--- config.mk ---
export PLATFORM = sky130hd
export DESIGN_NAME = bus_datapath_seq
export DESIGN_NICKNAME = d
export VERILOG_FILES = /design/src/rtl/datapath_pkg.sv /design/src/rtl/dp_alu.sv /design/src/rtl/bus_datapath_seq.sv
export SDC_FILE = /design/constraint.sdc
export NUM_CORES = 2
export LEC_CHECK = 0
export CORE_MARGIN = 3
export CORE_UTILIZATION = 40
export CTS_BUF_LIST = sky130_fd_sc_hd__clkbuf_8 sky130_fd_sc_hd__clkbuf_16
export CTS_CLUSTER_SIZE = 20
export DETAILED_ROUTE_END_ITERATION = 7
export HOLD_SLACK_MARGIN = 0.06
export PLACE_DENSITY = 0.68
export SYNTH_ARGS = -nofsm -noshare
export SYNTH_HDL_FRONTEND = slang
export SYNTH_SLANG_ARGS = --single-unit
--- constraint.sdc ---
create_clock -name clk -period 27.4 [get_ports clk]
set_input_delay 5.48 -clock clk [delete_from_list [all_inputs] [get_ports clk]]
set_output_delay 5.48 -clock clk [all_outputs]
set_load 0.05 [all_outputs]
--- src/rtl/datapath_pkg.sv ---
// Shared encodings for the single-bus datapath: op codes, sequencer states and bus sources.
package datapath_pkg;

  localparam logic [2:0] OP_ADD = 3'd0;
  localparam logic [2:0] OP_SUB = 3'd1;
  localparam logic [2:0] OP_AND = 3'd2;
  localparam logic [2:0] OP_OR  = 3'd3;
  localparam logic [2:0] OP_SHL = 3'd4;
  localparam logic [2:0] OP_SHR = 3'd5;
  localparam logic [2:0] OP_MUL = 3'd6;
  localparam logic [2:0] OP_ILL = 3'd7;

  typedef enum logic [2:0] {
    StIdle,
    StLdy,
    StExec,
    StWblo,
    StWbhi
  } seq_state_e;

  // One-hot bus source select; all-zero drives the bus to 0.
  localparam int unsigned BusSelW     = 4;
  localparam int unsigned BusRegIdx   = 0;
  localparam int unsigned BusZloIdx   = 1;
  localparam int unsigned BusZhiIdx   = 2;
  localparam int unsigned BusMdataIdx = 3;
  typedef logic [BusSelW-1:0] bus_sel_t;

  localparam bus_sel_t BusNone  = 4'b0000;
  localparam bus_sel_t BusReg   = 4'b0001;
  localparam bus_sel_t BusZlo   = 4'b0010;
  localparam bus_sel_t BusZhi   = 4'b0100;
  localparam bus_sel_t BusMdata = 4'b1000;

endpackage

--- src/rtl/dp_alu.sv ---
// Combinational ALU producing a 2W-bit {hi, lo} result; only MUL populates hi.
module dp_alu
  import datapath_pkg::*;
#(
  parameter int unsigned W = 32
) (
  input  logic [W-1:0] a,
  input  logic [W-1:0] b,
  input  logic [2:0]   op,
  output logic [W-1:0] hi,
  output logic [W-1:0] lo
);

  localparam int unsigned ShW = $clog2(W);

  logic [2*W-1:0] z;

  always_comb begin
    z = '0;
    case (op)
      OP_ADD:  z[W-1:0] = a + b;
      OP_SUB:  z[W-1:0] = a - b;
      OP_AND:  z[W-1:0] = a & b;
      OP_OR:   z[W-1:0] = a | b;
      OP_SHL:  z[W-1:0] = a << b[ShW-1:0];
      OP_SHR:  z[W-1:0] = a >> b[ShW-1:0];
      OP_MUL:  z = {{W{1'b0}}, a} * {{W{1'b0}}, b};
      default: z = '0;
    endcase
  end

  assign hi = z[2*W-1:W];
  assign lo = z[W-1:0];

endmodule

--- src/rtl/bus_datapath_seq.sv ---
// Single-bus datapath with register file, Y/Z staging, HI/LO and a micro-sequencer
// running Rd <= Ra OP Rb one bus source per cycle, plus a one-cycle memory load path.
module bus_datapath_seq
  import datapath_pkg::*;
#(
  parameter int unsigned W       = 32,
  parameter int unsigned NREG    = 16,
  parameter bit          R0_ZERO = 1'b0
) (
  input  logic                    clk,
  input  logic                    clr,
  input  logic                    op_valid,
  output logic                    op_ready,
  input  logic [2:0]              op_code,
  input  logic [$clog2(NREG)-1:0] op_ra,
  input  logic [$clog2(NREG)-1:0] op_rb,
  input  logic [$clog2(NREG)-1:0] op_rd,
  input  logic                    ld_valid,
  input  logic [$clog2(NREG)-1:0] ld_rd,
  input  logic [W-1:0]            MdataIn,
  output logic                    done,
  output logic                    err,
  output logic [W-1:0]            bus_out,
  input  logic [$clog2(NREG)-1:0] dbg_sel,
  output logic [W-1:0]            dbg_data,
  output logic [W-1:0]            hi_out,
  output logic [W-1:0]            lo_out
);

  localparam int unsigned RW = $clog2(NREG);

  seq_state_e     state_q;
  logic [2:0]     code_q;
  logic [RW-1:0]  ra_q, rb_q, rd_q;
  logic [W-1:0]   y_q, zhi_q, zlo_q, hi_q, lo_q;
  logic [W-1:0]   regs_q [NREG];
  logic           done_q, err_q;

  logic [RW-1:0]  src_idx;
  logic [W-1:0]   reg_rdata;
  logic           ld_take;
  bus_sel_t       bus_sel;
  logic [W-1:0]   bus;
  logic [W-1:0]   alu_hi, alu_lo;
  logic           is_mul, is_ill;

  assign op_ready = (state_q == StIdle);
  assign ld_take  = (state_q == StIdle) && ld_valid && !op_valid;
  assign is_mul   = (code_q == OP_MUL);
  assign is_ill   = (code_q == OP_ILL);

  assign src_idx   = (state_q == StExec) ? rb_q : ra_q;
  assign reg_rdata = (R0_ZERO && src_idx == '0) ? '0 : regs_q[src_idx];
  assign dbg_data  = (R0_ZERO && dbg_sel == '0) ? '0 : regs_q[dbg_sel];

  always_comb begin
    bus_sel = BusNone;
    unique case (state_q)
      StIdle:         bus_sel = ld_take ? BusMdata : BusNone;
      StLdy, StExec:  bus_sel = BusReg;
      StWblo:         bus_sel = BusZlo;
      StWbhi:         bus_sel = BusZhi;
      default:        bus_sel = BusNone;
    endcase
  end

  assign bus = ({W{bus_sel[BusRegIdx]}}   & reg_rdata)
             | ({W{bus_sel[BusZloIdx]}}   & zlo_q)
             | ({W{bus_sel[BusZhiIdx]}}   & zhi_q)
             | ({W{bus_sel[BusMdataIdx]}} & MdataIn);

  dp_alu #(
    .W (W)
  ) u_alu (
    .a  (y_q),
    .b  (bus),
    .op (code_q),
    .hi (alu_hi),
    .lo (alu_lo)
  );

  always_ff @(posedge clk or posedge clr) begin
    if (clr) begin
      state_q <= StIdle;
      code_q  <= '0;
      ra_q    <= '0;
      rb_q    <= '0;
      rd_q    <= '0;
      y_q     <= '0;
      zhi_q   <= '0;
      zlo_q   <= '0;
      hi_q    <= '0;
      lo_q    <= '0;
      done_q  <= 1'b0;
      err_q   <= 1'b0;
      for (int i = 0; i < int'(NREG); i++) begin
        regs_q[i] <= '0;
      end
    end else begin
      done_q <= 1'b0;
      err_q  <= 1'b0;
      unique case (state_q)
        StIdle: begin
          // A command beats a simultaneous load; the load must be re-presented.
          if (op_valid) begin
            code_q  <= op_code;
            ra_q    <= op_ra;
            rb_q    <= op_rb;
            rd_q    <= op_rd;
            state_q <= StLdy;
          end else if (ld_valid) begin
            if (!(R0_ZERO && ld_rd == '0)) begin
              regs_q[ld_rd] <= bus;
            end
            done_q <= 1'b1;
          end
        end
        StLdy: begin
          y_q     <= bus;
          state_q <= StExec;
        end
        StExec: begin
          zhi_q   <= alu_hi;
          zlo_q   <= alu_lo;
          state_q <= StWblo;
        end
        StWblo: begin
          if (is_mul) begin
            lo_q    <= bus;
            state_q <= StWbhi;
          end else begin
            if (!is_ill && !(R0_ZERO && rd_q == '0)) begin
              regs_q[rd_q] <= bus;
            end
            done_q  <= 1'b1;
            err_q   <= is_ill;
            state_q <= StIdle;
          end
        end
        StWbhi: begin
          hi_q    <= bus;
          done_q  <= 1'b1;
          state_q <= StIdle;
        end
        default: state_q <= StIdle;
      endcase
    end
  end

  assign done    = done_q;
  assign err     = err_q;
  assign bus_out = bus;
  assign hi_out  = hi_q;
  assign lo_out  = lo_q;

endmodule

# Word level (Yosys, flattened, before mapping)
# Cells that the tools add are included.
# totals
reg_bits,692
word_cells,111
# classes
add_sub_neg,2
multipliers,1
order_cmp,6
eq_ne,16
n_shift,2
n_mux,31
bitwise_logic,13
n_reduce_logical,12
# op_table
cell,count
$mux 512,4
$bwmux 512,2
$pmux 512 s2,1
$bmux 32 s4,2
$demux 32 s4,2
$mux 32,7
$pmux 32 s7,1
$and 32x32->32,5
$or 32x32->32,4
$mul 32x32->64,1
$add 32x32->32,1
$shl 32x5->32,1
$shr 32x5->32,1
$sub 32x32->32,1
$ge 5x5->1 const B,4
$not 4->5,4
$pmux 4 s4,1
$eq 3x3->1 const B,5
$eq 3x2->1 const B,4
$pmux 3 s4,1
$lt 5x1->1 const B,2
$mux 4,2
$ne 2x2->1 const B,4
$eq 3x1->1 const B,2
other kinds (11),21

# Longest topological paths before layout
# depth
word_depth,14
depth_mapped,43
ltp_nobuf,36

# Modules after synthesis
# From an unflattened synthesis, not the netlist that was laid out.
# hier_totals
hier_cells,8235
area_unflattened_um2,75482.4
# modules_own_cells
mod,instances,cells_per_inst,area_each_um2
dp_alu,1,4746,39754.4
bus_datapath_seq,1,3489,35728.0

# Worst setup path after synthesis
# No wires, ideal clock.
# synth_path
path_kind,input to register
from,in op_valid
to,reg zhi_q[27]
t_arrival_ps,15147
required_time_ps,27305
slack_ps,12158
path_stages,35
n_path_buf,7
cell_sequence,and3b_1 clkbuf_1 a222oi_1 a21boi_1 nor4bb_1 buf_2 inv_2 buf_1 clkbuf_1 clkbuf_1 buf_1 and2_1 fa_1 inv_1 fa_1 fa_1 fa_1 inv_1 fa_1 fa_1 fa_1 fa_1 ha_1 clkbuf_1 a21o_1 a21oi_1 o21a_1 nor2_1 a2111oi_0 a31oi_1 o21ai_0 o21ai_0 a311oi_1 xor2_1 o31ai_1
# synth_between
elab_chain_len,8
# synth_lines
element,line,text
start: declaration,bus_datapath_seq.sv:12,"input logic op_valid,"
$logic_not 1->1,bus_datapath_seq.sv:48,assign ld_take = (state_q == StIdle) && ld_valid && !op_valid;
$logic_and 1x1->1,bus_datapath_seq.sv:48,
$mux 4,bus_datapath_seq.sv:59,StIdle: bus_sel = ld_take ? BusMdata : BusNone;
$pmux 4 s4,bus_datapath_seq.sv:58,unique case (state_q)
$and 32x32->32,bus_datapath_seq.sv:70,| ({W{bus_sel[BusMdataIdx]}} & MdataIn);
$or 32x32->32,bus_datapath_seq.sv:70,
named net bus_out[2],bus_datapath_seq.sv:23,"output logic [W-1:0] bus_out,"
$mul 32x32->64,dp_alu.sv:27,"OP_MUL: z = {{W{1'b0}}, a} * {{W{1'b0}}, b};"
$mux 32,dp_alu.sv:20,case (op)
end signal: assignment,bus_datapath_seq.sv:123,zhi_q <= alu_hi;
end: declaration,bus_datapath_seq.sv:35,"logic [W-1:0] y_q, zhi_q, zlo_q, hi_q, lo_q;"
# The timed path passes the listed nets, and every way through them passes these cells.
# A chain may end at the register's enable or synchronous reset.

# Worst setup path in the final report
# layout_path
from,in op_valid
to,reg zhi_q[27]
# layout_between
elab_chain_len,8
# layout_lines
element,line
$logic_not 1->1,bus_datapath_seq.sv:48
$logic_and 1x1->1,bus_datapath_seq.sv:48
$mux 4,bus_datapath_seq.sv:59
$pmux 4 s4,bus_datapath_seq.sv:58
$and 32x32->32,bus_datapath_seq.sv:70
$or 32x32->32,bus_datapath_seq.sv:70
$mul 32x32->64,dp_alu.sv:27
$mux 32,dp_alu.sv:20
# Every way passes these cells.

==> results.json <==
{
  "nets": 9023,
  "avgViaCountPerCell": 5.99,
  "cp_max_fo": 35,
  "drtPass1Iterations": 8,
  "rrSetupSlack_ns": 13.34,
  "arrival_ns": 17.47,
  "synthArstFlopShare_pct": 100,
  "final_hold_viol_count": 0,
  "die_w_microns": 434,
  "finalSetupTns_ns": 0,
  "fin_crit_sh_pct": 61.7,
  "htreeDepth": 3,
  "pin_count": 190,
  "numCtsBuffers": 81,
  "final_cell_mix": "1,306 x nand2_1, 928 x inv_1, 897 x fa_1, 692 x dfrtp_1, 494 x o21ai_0",
  "critical-path-slowest-cell": "a2111oi_0",
  "min_to": "lo_out[10]$_DFFE_PP0P_",
  "drive_above_1_share_pct": 9.66,
  "clk_pin_slew_ns": 0.06,
  "instances_no_fill": 10210,
  "yosysSeqAreaShare_pct": 23.6,
  "rr_endpoint": "zhi_q[27]$_DFFE_PP0P_",
  "final_area_sq_mm": 0.0802,
  "clock_sinks": 692,
  "placement.io_buffers": 189,
  "grt_pass1_vias": 62720,
  "route.detailed.wl_per_inst_microns": 26.4,
  "startpoint_type": "input pin",
  "slew_violations": 3,
  "yosysWarnings": 0,
  "required_ns": 27.96,
  "status": "complete, but fails checks",
  "post_cts_resize_count": 0,
  "grt_max_degree": 157,
  "hold_buffers": 0,
  "grt.overflow.total": 0,
  "drt_iter0_drc": 6923,
  "dp_cells": 10056,
  "yosys_register_bits": 692,
  "worstHoldPathCells": 2,
  "cpMostUsedCell": "fa_1",
  "drv_cap": 0,
  "chipHeight_microns": 434,
  "die_area_sq_mm": 0.189,
  "clk_path_buf_depth": 3,
  "worstHoldStart": "lo_out[10]$_DFFE_PP0P_",
  "synth_edf_count": 0,
  "syn_inst": 7950,
  "layout_min_cycle_time_ns": 16.91,
  "syn_nets": 9204,
  "rsz0062_at_grt": "false",
  "ys.flop_type": "dfrtp_1",
  "ant_nets": 0,
  "postCtsSetupRepairBufs": 0,
  "setup_viol": 0,
  "gp_congestion": 1.03,
  "endpoint_kind": "flop",
  "synth_area_sq_mm": 0.0733,
  "antenna_found_initial": 15,
  "rr_worst_depth": 33,
  "placed_cell_area_sq_mm": 0.0773,
  "worst_slew_pin_slew_ns": 1.55,
  "place_ws_ns": 9.92,
  "avgSynthCellArea_sq_um": 9.23,
  "worst_r2r_startpoint": "state_q[1]$_DFFE_PP0P_",
  "grt_pass1_wl_microns": 405000,
  "fmax_mhz": 59.1,
  "globalRouteTotalUtil_pct": 28.6,
  "worstHoldPathType": "reg -> reg",
  "layout_commonest_cell": "nand2_1",
  "drc": 6,
  "root_buffer": "clkbuf_16",
  "violations": "DRC, slew limit",
  "vias": 61167,
  "cpPeakStageDelay_ns": 1.04,
  "initial_core_util_pct": 40.4,
  "ys_types": 98,
  "setup_slack_ns": 10.49,
  "clk-insertion-delay-late_ns": 0.71,
  "area.growth.synth_to_final_pct": 9.33,
  "cts_tree": "yes",
  "path_class": "in -> reg",
  "slew_headroom_pct": -3.29,
  "rows": 156,
  "clock_skew_ns": 0.0788,
  "dp_hpwl_microns": 186000,
  "routed_wl_microns": 270000,
  "fillerInstances": 17339,
  "fp.coreArea_sq_mm": 0.182
}
==> sequential cells by signal, summed over array words and instances (netlist names) <==
name     cells
regs_q     512
hi_out      32
lo_out      32
y_q         32
zhi_q       32
zlo_q       32
ra_q         4
rb_q         4
rd_q         4
code_q       3
state_q      3
done         1
err          1
==> per-stage QoR <==
step / util (%) / hold slack [ns]
5_1_grt: 44.2 / 0.507
2_1_floorplan: - / 0.457
4_1_cts: 44.2 / 0.485
3_5_place_dp: 42.6 / 0.473
3_3_place_gp: 42.6 / 0.461
6_report: 44.2 / 0.473
==> cells by family (layout without fill, tap and decap cells) <==
kind of cell,after synthesis,after routing,share of synthesized area [%]
AND/OR/NAND/NOR,2521,2521,15.6
XOR/XNOR,109,109,1.30
other,0,4,0
buffers and inverters,1578,1464,8.29
multiplexers,489,489,10.1
flip-flops,692,692,23.6
adder cells (fa/ha/maj),1196,1196,29.6
AO/OA/AOI/OAI,1365,1365,11.4
==> how the worst max path moves through the flow <==
stage                        start                    end  slack [ns]  depth (start not counted)
after CTS                 op_valid  zhi_q[27]$_DFFE_PP0P_       10.58                         35
after detailed placement  op_valid  zhi_q[27]$_DFFE_PP0P_        9.92                         35
after global placement    op_valid  zhi_q[27]$_DFFE_PP0P_       10.23                         35
after floorplan                clr  code_q[0]$_DFFE_PP0P_        2.52                          1
after global routing      op_valid  zhi_q[27]$_DFFE_PP0P_        9.90                         35
final                     op_valid  zhi_q[27]$_DFFE_PP0P_       10.49                         35
==> worst max-delay path: cells and delay by family <==
kind            cells  cell delay (ns)
buf+inv             8             1.62
compound gates     11             4.46
fa+ha+maj           9             4.24
simple gates        6             1.49
xor+xnor            1             0.12
==> synthesized netlist by cell type, drive strengths merged (131+ instances only) <==
cell	instances	area, sq um
mux4	189	4260
mux2	143	1610
mux2i	157	1570
nor2	401	1510
ha	298	3730
a21oi	370	1870
inv	930	3490
nand2	1316	4940
buf	131	647
o21ai	502	2510
and2	439	2750
fa	897	18000
clkbuf	511	1920
dfrtp	692	17300
==> metal layers <==
metal / track usage, % / wire, microns / vias to the layer above
met1: 36.7 / 102000 / 31164
li1: - / - / 25642
met3: 6.16 / 27600 / 785
met2: 45.1 / 123000 / 3570
met5: 0 / 51 / -
met4: 15.3 / 17200 / 6
==> final cells by class <==
cell class                      instances  area, sq um  area share (%)
Multi-Input combinational cell       5680        50200            62.6
Clock buffer                           91         2160            2.70
Tap cell                             2370         2970            3.70
Sequential cell                       692        17300            21.6
Clock inverter                         59          709           0.885
Inverter                              936         3520            4.39
Timing Repair Buffer                  378         3320            4.14
Antenna cell                            4         10.0          0.0125
Power is left out: the tool's default activity adds up to more than one toggle a clock period on the data nets, which glitch-free logic cannot reach.
